===== src/rtl/id_ex_elastic_reg_if.sv =====
// ID/EX boundary bus: decode-side valid/ready input bundle and execute-side output bundle.
// Latency: none; this file only groups wires.
// Backpressure: in_ready and out_ready carry it; flush kills held and incoming bundles.
//
// Signals:
//   in_valid/in_ready, wb_in, mem_in, exe_in, rd1_in, rd2_in, rs1_in, rs2_in, rd_in : decode side
//   flush                                                      : synchronous kill
//   out_valid/out_ready, wb, mem, exe, rd1, rd2, rs1, rs2, rd  : execute side
//   bubble_cnt                                                 : saturating idle-cycle count
// The master modport is the decode/execute environment; the slave modport is the register.
interface id_ex_elastic_reg_if #(
    parameter int XLEN  = 64,
    parameter int RA_W  = 5,
    parameter int WB_W  = 64,
    parameter int MEM_W = 64,
    parameter int EX_W  = 64,
    parameter int CNT_W = 16
);
    logic              in_valid;
    logic              in_ready;
    logic [WB_W-1:0]   wb_in;
    logic [MEM_W-1:0]  mem_in;
    logic [EX_W-1:0]   exe_in;
    logic [XLEN-1:0]   rd1_in;
    logic [XLEN-1:0]   rd2_in;
    logic [RA_W-1:0]   rs1_in;
    logic [RA_W-1:0]   rs2_in;
    logic [RA_W-1:0]   rd_in;
    logic              flush;
    logic              out_valid;
    logic              out_ready;
    logic [WB_W-1:0]   wb;
    logic [MEM_W-1:0]  mem;
    logic [EX_W-1:0]   exe;
    logic [XLEN-1:0]   rd1;
    logic [XLEN-1:0]   rd2;
    logic [RA_W-1:0]   rs1;
    logic [RA_W-1:0]   rs2;
    logic [RA_W-1:0]   rd;
    logic [CNT_W-1:0]  bubble_cnt;

    modport master (
        output in_valid, wb_in, mem_in, exe_in, rd1_in, rd2_in, rs1_in, rs2_in, rd_in,
        output flush, out_ready,
        input  in_ready, out_valid, wb, mem, exe, rd1, rd2, rs1, rs2, rd, bubble_cnt
    );

    modport slave (
        input  in_valid, wb_in, mem_in, exe_in, rd1_in, rd2_in, rs1_in, rs2_in, rd_in,
        input  flush, out_ready,
        output in_ready, out_valid, wb, mem, exe, rd1, rd2, rs1, rs2, rd, bubble_cnt
    );
endinterface


===== src/rtl/id_ex_elastic_reg.sv =====
// ID/EX pipeline register with a 2-entry skid buffer, flush, bubble masking and bubble counter.
// Latency: 1 cycle from accept to out_valid; full throughput when streaming.
// Backpressure: in_ready drops only in SKID state, decoded from the state register alone.
//
// Ports:
//   clk    : rising-edge clock
//   rst_n  : asynchronous active-low reset
//   bus    : id_ex_elastic_reg_if slave modport (decode input, execute output, flush, bubble_cnt)
module id_ex_elastic_reg #(
    parameter int XLEN  = 64,
    parameter int RA_W  = 5,
    parameter int WB_W  = 64,
    parameter int MEM_W = 64,
    parameter int EX_W  = 64,
    parameter int CNT_W = 16
) (
    input  logic                clk,
    input  logic                rst_n,
    id_ex_elastic_reg_if.slave  bus
);

    typedef struct packed {
        logic [WB_W-1:0]  wb;
        logic [MEM_W-1:0] mem;
        logic [EX_W-1:0]  exe;
        logic [XLEN-1:0]  rd1;
        logic [XLEN-1:0]  rd2;
        logic [RA_W-1:0]  rs1;
        logic [RA_W-1:0]  rs2;
        logic [RA_W-1:0]  rd;
    } bundle_t;

    typedef enum logic [1:0] {
        ST_EMPTY = 2'd0,
        ST_FULL  = 2'd1,
        ST_SKID  = 2'd2
    } state_t;

    state_t            state_q, state_d;
    bundle_t           main_q, main_d;
    bundle_t           skid_q, skid_d;
    logic [CNT_W-1:0]  cnt_q, cnt_d;

    logic    in_ready;
    logic    out_valid;
    logic    accept;
    logic    consume;
    bundle_t in_bundle;

    assign in_bundle = '{
        wb:  bus.wb_in,
        mem: bus.mem_in,
        exe: bus.exe_in,
        rd1: bus.rd1_in,
        rd2: bus.rd2_in,
        rs1: bus.rs1_in,
        rs2: bus.rs2_in,
        rd:  bus.rd_in
    };

    assign accept  = bus.in_valid & in_ready;
    assign consume = out_valid & bus.out_ready;

    // State and storage registers.
    always_ff @(posedge clk or negedge rst_n) begin
        if (!rst_n) begin
            state_q <= ST_EMPTY;
            main_q  <= '0;
            skid_q  <= '0;
            cnt_q   <= '0;
        end else begin
            state_q <= state_d;
            main_q  <= main_d;
            skid_q  <= skid_d;
            cnt_q   <= cnt_d;
        end
    end

    // Next-state and next-data logic.
    always_comb begin
        state_d = state_q;
        main_d  = main_q;
        skid_d  = skid_q;
        if (bus.flush) begin
            // Held and incoming bundles are dropped; contents may stay stale because
            // the control outputs are masked whenever out_valid is low.
            state_d = ST_EMPTY;
        end else begin
            case (state_q)
                ST_EMPTY: begin
                    if (accept) begin
                        main_d  = in_bundle;
                        state_d = ST_FULL;
                    end
                end
                ST_FULL: begin
                    if (consume && accept) begin
                        main_d = in_bundle;
                    end else if (consume) begin
                        state_d = ST_EMPTY;
                    end else if (accept) begin
                        skid_d  = in_bundle;
                        state_d = ST_SKID;
                    end
                end
                ST_SKID: begin
                    if (consume) begin
                        main_d  = skid_q;
                        state_d = ST_FULL;
                    end
                end
                default: state_d = ST_EMPTY;
            endcase
        end

        // Counts cycles that start with no valid bundle; sticks at all-ones.
        cnt_d = cnt_q;
        if (!out_valid && (cnt_q != {CNT_W{1'b1}})) begin
            cnt_d = cnt_q + CNT_W'(1);
        end
    end

    // Output decode.
    always_comb begin
        in_ready  = (state_q != ST_SKID);
        out_valid = (state_q != ST_EMPTY);
    end

    assign bus.in_ready   = in_ready;
    assign bus.out_valid  = out_valid;
    assign bus.wb         = out_valid ? main_q.wb  : '0;
    assign bus.mem        = out_valid ? main_q.mem : '0;
    assign bus.exe        = out_valid ? main_q.exe : '0;
    assign bus.rd1        = main_q.rd1;
    assign bus.rd2        = main_q.rd2;
    assign bus.rs1        = main_q.rs1;
    assign bus.rs2        = main_q.rs2;
    assign bus.rd         = main_q.rd;
    assign bus.bubble_cnt = cnt_q;

endmodule


===== src/flat_wrapper.sv =====
// flat-port wrapper written by rule: the top's interface ports become plain ports
module id_ex_elastic_reg_flat 
#(
    parameter int XLEN  = 64,
    parameter int RA_W  = 5,
    parameter int WB_W  = 64,
    parameter int MEM_W = 64,
    parameter int EX_W  = 64,
    parameter int CNT_W = 16
)
  (clk, rst_n, bus_in_valid, bus_wb_in, bus_mem_in, bus_exe_in, bus_rd1_in, bus_rd2_in, bus_rs1_in, bus_rs2_in, bus_rd_in, bus_flush, bus_out_ready, bus_in_ready, bus_out_valid, bus_wb, bus_mem, bus_exe, bus_rd1, bus_rd2, bus_rs1, bus_rs2, bus_rd, bus_bubble_cnt);
  id_ex_elastic_reg_if #(.XLEN(XLEN), .RA_W(RA_W), .WB_W(WB_W), .MEM_W(MEM_W), .EX_W(EX_W), .CNT_W(CNT_W)) bus_i ();
  input  logic clk;
  input  logic rst_n;
  input wire logic [$bits(bus_i.in_valid)-1:0] bus_in_valid;
  input wire logic [$bits(bus_i.wb_in)-1:0] bus_wb_in;
  input wire logic [$bits(bus_i.mem_in)-1:0] bus_mem_in;
  input wire logic [$bits(bus_i.exe_in)-1:0] bus_exe_in;
  input wire logic [$bits(bus_i.rd1_in)-1:0] bus_rd1_in;
  input wire logic [$bits(bus_i.rd2_in)-1:0] bus_rd2_in;
  input wire logic [$bits(bus_i.rs1_in)-1:0] bus_rs1_in;
  input wire logic [$bits(bus_i.rs2_in)-1:0] bus_rs2_in;
  input wire logic [$bits(bus_i.rd_in)-1:0] bus_rd_in;
  input wire logic [$bits(bus_i.flush)-1:0] bus_flush;
  input wire logic [$bits(bus_i.out_ready)-1:0] bus_out_ready;
  output wire logic [$bits(bus_i.in_ready)-1:0] bus_in_ready;
  output wire logic [$bits(bus_i.out_valid)-1:0] bus_out_valid;
  output wire logic [$bits(bus_i.wb)-1:0] bus_wb;
  output wire logic [$bits(bus_i.mem)-1:0] bus_mem;
  output wire logic [$bits(bus_i.exe)-1:0] bus_exe;
  output wire logic [$bits(bus_i.rd1)-1:0] bus_rd1;
  output wire logic [$bits(bus_i.rd2)-1:0] bus_rd2;
  output wire logic [$bits(bus_i.rs1)-1:0] bus_rs1;
  output wire logic [$bits(bus_i.rs2)-1:0] bus_rs2;
  output wire logic [$bits(bus_i.rd)-1:0] bus_rd;
  output wire logic [$bits(bus_i.bubble_cnt)-1:0] bus_bubble_cnt;
  assign bus_i.in_valid = bus_in_valid;
  assign bus_i.wb_in = bus_wb_in;
  assign bus_i.mem_in = bus_mem_in;
  assign bus_i.exe_in = bus_exe_in;
  assign bus_i.rd1_in = bus_rd1_in;
  assign bus_i.rd2_in = bus_rd2_in;
  assign bus_i.rs1_in = bus_rs1_in;
  assign bus_i.rs2_in = bus_rs2_in;
  assign bus_i.rd_in = bus_rd_in;
  assign bus_i.flush = bus_flush;
  assign bus_i.out_ready = bus_out_ready;
  assign bus_in_ready = bus_i.in_ready;
  assign bus_out_valid = bus_i.out_valid;
  assign bus_wb = bus_i.wb;
  assign bus_mem = bus_i.mem;
  assign bus_exe = bus_i.exe;
  assign bus_rd1 = bus_i.rd1;
  assign bus_rd2 = bus_i.rd2;
  assign bus_rs1 = bus_i.rs1;
  assign bus_rs2 = bus_i.rs2;
  assign bus_rd = bus_i.rd;
  assign bus_bubble_cnt = bus_i.bubble_cnt;
  id_ex_elastic_reg #(.XLEN(XLEN), .RA_W(RA_W), .WB_W(WB_W), .MEM_W(MEM_W), .EX_W(EX_W), .CNT_W(CNT_W)) u_core (.clk(clk), .rst_n(rst_n), .bus(bus_i));
endmodule

===== config.mk =====
export PLATFORM = sky130hd
export DESIGN_NAME = id_ex_elastic_reg_flat
export DESIGN_NICKNAME = d
export VERILOG_FILES = /design/src/rtl/id_ex_elastic_reg_if.sv /design/src/rtl/id_ex_elastic_reg.sv /design/src/flat_wrapper.sv
export SDC_FILE = /design/constraint.sdc
export NUM_CORES = 1
export LEC_CHECK = 0
export BUFFER_PORTS_ARGS = -buffer_cell sky130_fd_sc_hd__buf_4
export CORE_MARGIN = 2
export CORE_UTILIZATION = 34
export CTS_CLUSTER_DIAMETER = 60
export CTS_CLUSTER_SIZE = 12
export DETAILED_ROUTE_END_ITERATION = 10
export GPL_ROUTABILITY_DRIVEN = 0
export SETUP_SLACK_MARGIN = 0.05
export SYNTH_ARGS = -nofsm -noshare
export SYNTH_HDL_FRONTEND = slang
export SYNTH_SLANG_ARGS = --single-unit
export TNS_END_PERCENT = 100

===== constraint.sdc =====
create_clock -name clk -period 2.24 [get_ports clk]
set_input_delay 0.448 -clock clk [delete_from_list [all_inputs] [get_ports clk]]
set_output_delay 0.448 -clock clk [all_outputs]
set_load 0.1 [all_outputs]

* Yosys cells after proc, flatten, opt, wreduce, memory -nomap -nowiden
Cells that the tools add are included.
** Word-level totals
- Output and inout bits :: 353
- Flip-flop bits (word level) :: 688
- Logic and storage cells :: 58
- Bits of input ports :: 340
** Cells by class
- Eq/ne operators :: 11
- Reductions and logical operators :: 9
- Add/sub/neg operators :: 1
- Bitwise logic cells :: 5
- Multiplexer cells :: 14
** Operators with widths (number)
- two-way mux 335 bit :: 3
- one-hot mux 335 bit (3 select lines) :: 1
- two-way mux 64 bit :: 3
- adder 16 x 1 -> 16 bit (second input constant) :: 1
- inequality test 16 bit (second input constant) :: 1
- two-way mux 2 bit :: 6
- AND reduction 5 bit :: 2
- inequality test 2 x 1 -> 1 bit (second input constant) :: 3
- inequality test 3 x 2 -> 1 bit (second input constant) :: 2
- one-hot mux 2 bit (3 select lines) :: 1
- inequality test 4 x 2 -> 1 bit (second input constant) :: 1
- AND reduction 4 bit :: 1
- inequality test 3 bit (second input constant) :: 1
- NOT 1 bit :: 3
- nonzero test 3 bit :: 1
- AND 1 bit :: 2
- == test 2 x 1 -> 1 bit (second input constant) :: 1
- == test 2 bit (second input constant) :: 1
- logical AND 1 bit :: 2
- zero test 2 bit :: 1
- inequality test 2 bit (second input constant) :: 1
- nonzero test 2 bit :: 1
- zero test 1 bit :: 1

* Logic depth before layout (Yosys ltp)
- Word-level depth :: 7
- Mapped depth :: 8
- Gate-level depth less buffers :: 5

* Least setup slack after synthesis
OpenSTA, ideal clock, no wires.
- Path type :: reg2out
- Start :: reg u_core.state_q[0]
- End :: out bus_wb[54]
- Data arrival time :: 2477 ps
- Data required time :: 1792 ps
- Buffers on the path :: 1
- Setup slack :: -685 ps
- Cell stages (with the launch flop) :: 5
- Cell sequence :: dfrtp_1 nor2_1 clkinv_1 clkbuf_1 and2_1
** On the way
- Cells in the longest elaborated chain, start to end :: 2
** RTL lines
- start, declared :: RTL line id_ex_elastic_reg.sv:39 : state_t state_q, state_d;
- start signal, assigned :: RTL line id_ex_elastic_reg.sv:72 : state_q <= state_d;
- nonzero test 2 bit :: RTL line id_ex_elastic_reg.sv:126 : out_valid = (state_q != ST_EMPTY);
- named net bus_out_valid :: RTL line flat_wrapper.sv:27 : output wire logic [$bits(bus_i.out_valid)-1:0] bus_out_valid;
- two-way mux 64 bit :: RTL line id_ex_elastic_reg.sv:131 : assign bus.wb = out_valid ? main_q.wb : '0;
- end, declared :: RTL line flat_wrapper.sv:28 : output wire logic [$bits(bus_i.wb)-1:0] bus_wb;
The timed path passes the listed nets, and every way through them passes these cells.

* Final worst setup path
- Start :: reg u_core.state_q[1]
- End :: out bus_wb[34]
** On the way
- Cells in the longest elaborated chain, start to end :: 2
** RTL lines (RTL line)
- nonzero test 2 bit :: id_ex_elastic_reg.sv:126
- two-way mux 64 bit :: id_ex_elastic_reg.sv:131
No other way between the ends.

==> flow_results.org <==
** Global route
- For met1 alone, demand over resource in global routing was 23.14%.
- Entering global routing, the biggest net connects 78 pins.
- Vias in the first global route :: 24.91k
- Initial antenna violation count :: 10
- Global routing consumed, on the met3 layer, 5.005% of the routing resources.
- For this run the aggregate overflow at the end of global routing stands at 0.
- Grt peak-use layer :: met2
- Across every metal layer, demand over resource in global routing totals 18.80%.
- Met2 capacity usage during global routing :: 31.53%
- First-pass GRT wire length :: 145,200 um

** Drt
- For this run, the detailed router's first-pass iteration total came to 5.
- After detailed routing, the number of remaining DRC violations is 0.
- Wires add up to 91,900 um.
- The first routing iteration left 1,305 violations.
- Count of vias placed by the detailed router :: 23.60k
- After detailed routing, the number of vias per cell comes to 4.612.
- In the final routed layout, each cell accounts on average for 17.96 um.
- Post-DRT Antenna Nets :: 0

** Finish
- Sequential cell area :: 0.01723 mm2
- Cells with a size suffix above 1 make up 44.21% of the layout.
- From synthesis to final layout, the design area changed by 42.23%.
- After routing the design area is 0.04582 mm2.
- Counting the fill cells in the layout gives 8,258.
- The net count of the finished layout is 4,157.
- Most common library cell in the layout ignoring fill and taps :: nand2_1
- The multi-input combinational cells in the finished layout cover a total of 0.01330 mm2.
- Most frequent cells in the layout :: nand2_1 (1,013), dfrtp_1 (674), mux2_2 (606)
- Fin cells :: 5,117

** Logic synthesis
- Number of flops mapped to enable cells by yosys :: 0
- After synthesis, the netlist uses 33 different library cells.
- The cell area that synthesis handed to floorplanning was 0.03221 mm2.
- FFs w/ async S/R, synth :: 100.0%
- Synthesis produced a netlist with a net count of 3,280.
- The most used flip-flop cell after synthesis is dfrtp_1.
- After synthesis, flip-flops and latches occupy 53.44% of the total area.
- After technology mapping, the gate count stands at 2,939.
- Number of synthesized register bits :: 688
- Mean instance size in the synthesized netlist :: 10.96 um2
- For this run, the number of Yosys warnings is 0.

** Placement
- Cell count after placement :: 4,683
- The HPWL after detailed placement is 62,990 um.
- Count of port buffers added during placement :: 692
- Dpl cell area :: 0.03863 mm2

** Setup path
- Worst Setup Start Kind :: flop
- The critical path is of the flop to output port type.
- Cell with the biggest individual delay on the critical path :: dfrtp_2
- Largest fanout on the critical path :: 36
- Measured in cells, the most critical reg-to-reg path has a length of 7.
- The worst setup path is captured at an output port.
- Required time at the worst-slack endpoint :: 1.79 ns
- Most Frequent Cell on Critical Path :: buf_12
- Walking the worst path, the cells encountered are nor2_4, inv_6, buf_12, buf_8, and2_2, buf_12.
- In this design, the stage delay of the slowest critical-path cell is 0.43 ns.
- Worst Path Arrival :: 2.05 ns

** Timing
- Across all setup checks in the final design, the least slack found is -0.2625 ns.
- Setup violations remaining at the end of the flow were counted as 194.
- Setup repair after global routing missed its margin :: true
- In the finished design, the share of the clock period the worst path needs comes to 111.7%.
- The number of hold violations in the final report was 0.
- Max-slew violations :: 0
- The worst pin sits at a relative slew slack of 59.74%.
- Minimum clock period after layout :: 2.503 ns
- Between clock sinks in the finished design, the worst skew comes to 0.02088 ns.
- For this run, the top clock speed supported by timing is 0.3996 GHz.
- For the pin with the worst max-slew slack, the measured transition is 0.6018 ns.

** Power and ir drop
- In this run the static leakage power is 0.02195 uW.
- Across the VDD grid, the largest voltage drop is 0.6654 mV.
- Power spread over the standard cell area amounts to 999.9 mW/mm2.

** Floorplanning
- Overall die width :: 311.8 um
- Floorplan Core Area :: 0.09361 mm2
- Effective utilization at floorplan :: 34.41%
- The initialized floorplan defines 112 standard-cell rows.
- 693 I/O pins were placed.
- The die is 311.8 um tall.
- Area enclosed by the die boundary :: 0.09723 mm2

** Run status
- Violated checks :: negative setup slack
- Result of the run :: finished, violations left

** Clock network
- Clock tree root driver cell :: clkbuf_16
- The clock passes through at most 3 buffers.
- TritonCTS built the clock tree.
- Clock edge transition at the registers on the reported setup and hold paths :: 0.06 ns
- Clock H-tree levels :: 3
- Cts bufs inserted :: 80
- For the worst-skew pair, the clock arrives at the later sink with an insertion delay of 0.66 ns.
- The tree built by TritonCTS fans out to 688 sinks.

** Hold path
- Hold-critical path depth :: 2
- Worst hold path class :: input pin to flop

** Flow run
- Max-cap check violation count :: 0
[per-layer routing]
metal  vias to the layer above  part of all wire [%]
li1                      11180                     -
met1                     11680                    42
met2                       597                    49
met3                       142                   6.3
met4                         2                   3.0
met5                         -                 0.017
[path summary, 6_finish.rpt]
path,to,slack (ns),startpoint
setup / recovery,bus_wb[34],-0.26,u_core.state_q[1]
hold / removal,u_core.skid_q[59],0.06,bus_rd2_in[44]
setup reg to reg,u_core.main_q[269],0,u_core.state_q[1]
hold reg to reg,u_core.bus.rd2[31],0.49,u_core.bus.rd2[31]
max in group asynchronous,u_core.skid_q[45],1.09,rst_n
min in group asynchronous,u_core.skid_q[153],0.31,rst_n
[area by class of cell]
cell class	count	area share [%]
clock inverter	31	0.8329
sequential	688	37.61
inverter	3	0.06281
timing repair buffer	1107	24.48
antenna	9	0.04915
clock buffer	89	4.508
tap	1254	3.424
multi-input combinational	1936	29.03
[registers in the layout (all words and copies together) (netlist names)]
signal,cells
u_core.skid_q,335
u_core.main_q,192
u_core.bus.rd1,64
u_core.bus.rd2,64
u_core.bus.bubble_cnt,16
u_core.bus.rd,5
u_core.bus.rs1,5
u_core.bus.rs2,5
u_core.state_q,2
[worst max-delay path, delay by kind of cell (launching register included)]
kind          cells  cell delay [ns]
buf+inv           4             0.56
simple gates      2             0.35
flops             1             0.43
[synth_stat cells (2+ instances only)]
master,number,area [um2]
a21oi_1,2,10.01
and2_1,193,1207
and3_1,3,18.77
buf_1,9,33.78
buf_2,81,405.4
buf_4,145,1089
buf_6,11,123.9
buf_8,6,90.09
clkbuf_1,60,225.2
dfrtp_1,688,17220
mux2_1,55,619.3
mux2_2,606,6824
mux2_4,10,150.1
nand2_1,1013,3802
nand3_1,6,30.03
nand4_1,4,25.02
nor2_1,9,33.78
nor2b_2,2,17.52
nor3_1,7,35.03
nor4_1,3,18.77
xor2_1,14,122.6
[power breakdown]
group | switching (uW) | internal, uW | total [uW]
Sequential | 1700 | 15500 | 17200
Clock | 5530 | 6970 | 12500
Combinational | 10400 | 5720 | 16100
[cell families (layout without fill, tap and decap cells)]
logic type | after synthesis | count (layout) | share of synthesized area [%]
mux | 671 | 671 | 23.57
xor+xnor | 15 | 15 | 0.4078
other cells | 0 | 9 | 0
compound gates | 7 | 7 | 0.2253
fa+ha+maj | 1 | 1 | 0.03883
simple gates | 1242 | 1242 | 16.17
flops | 688 | 688 | 53.44
buf+inv | 315 | 1230 | 6.140
[through the flow]
step	setup slack, ns	power (uW)	util (%)	setup TNS, ns	hold WS, ns
2_1_floorplan	0.06022	29030	-	0	0.1524
6_report	-0.2625	45810	48.95	-37.48	0.05587
3_3_place_gp	-0.001433	31950	41.26	-0.001433	0.3892
3_5_place_dp	-0.01433	32220	41.26	-0.07411	0.3860
5_1_grt	-0.3193	47810	48.94	-57.66	0.01775
4_1_cts	-0.3234	46150	48.67	-54.65	0.00008171
[what timing repair did]
item | CTS | global route
gates resized for setup | 373 | 80
setup endpoints to repair | 194 | 482
hold buffers | 300 | 0
hold endpoints to repair | 322 | 0
pin swaps | 1 | 6
buffers inserted | 3 | 2
cloned | 0 | 0
(Power assumes the default switching activity.)
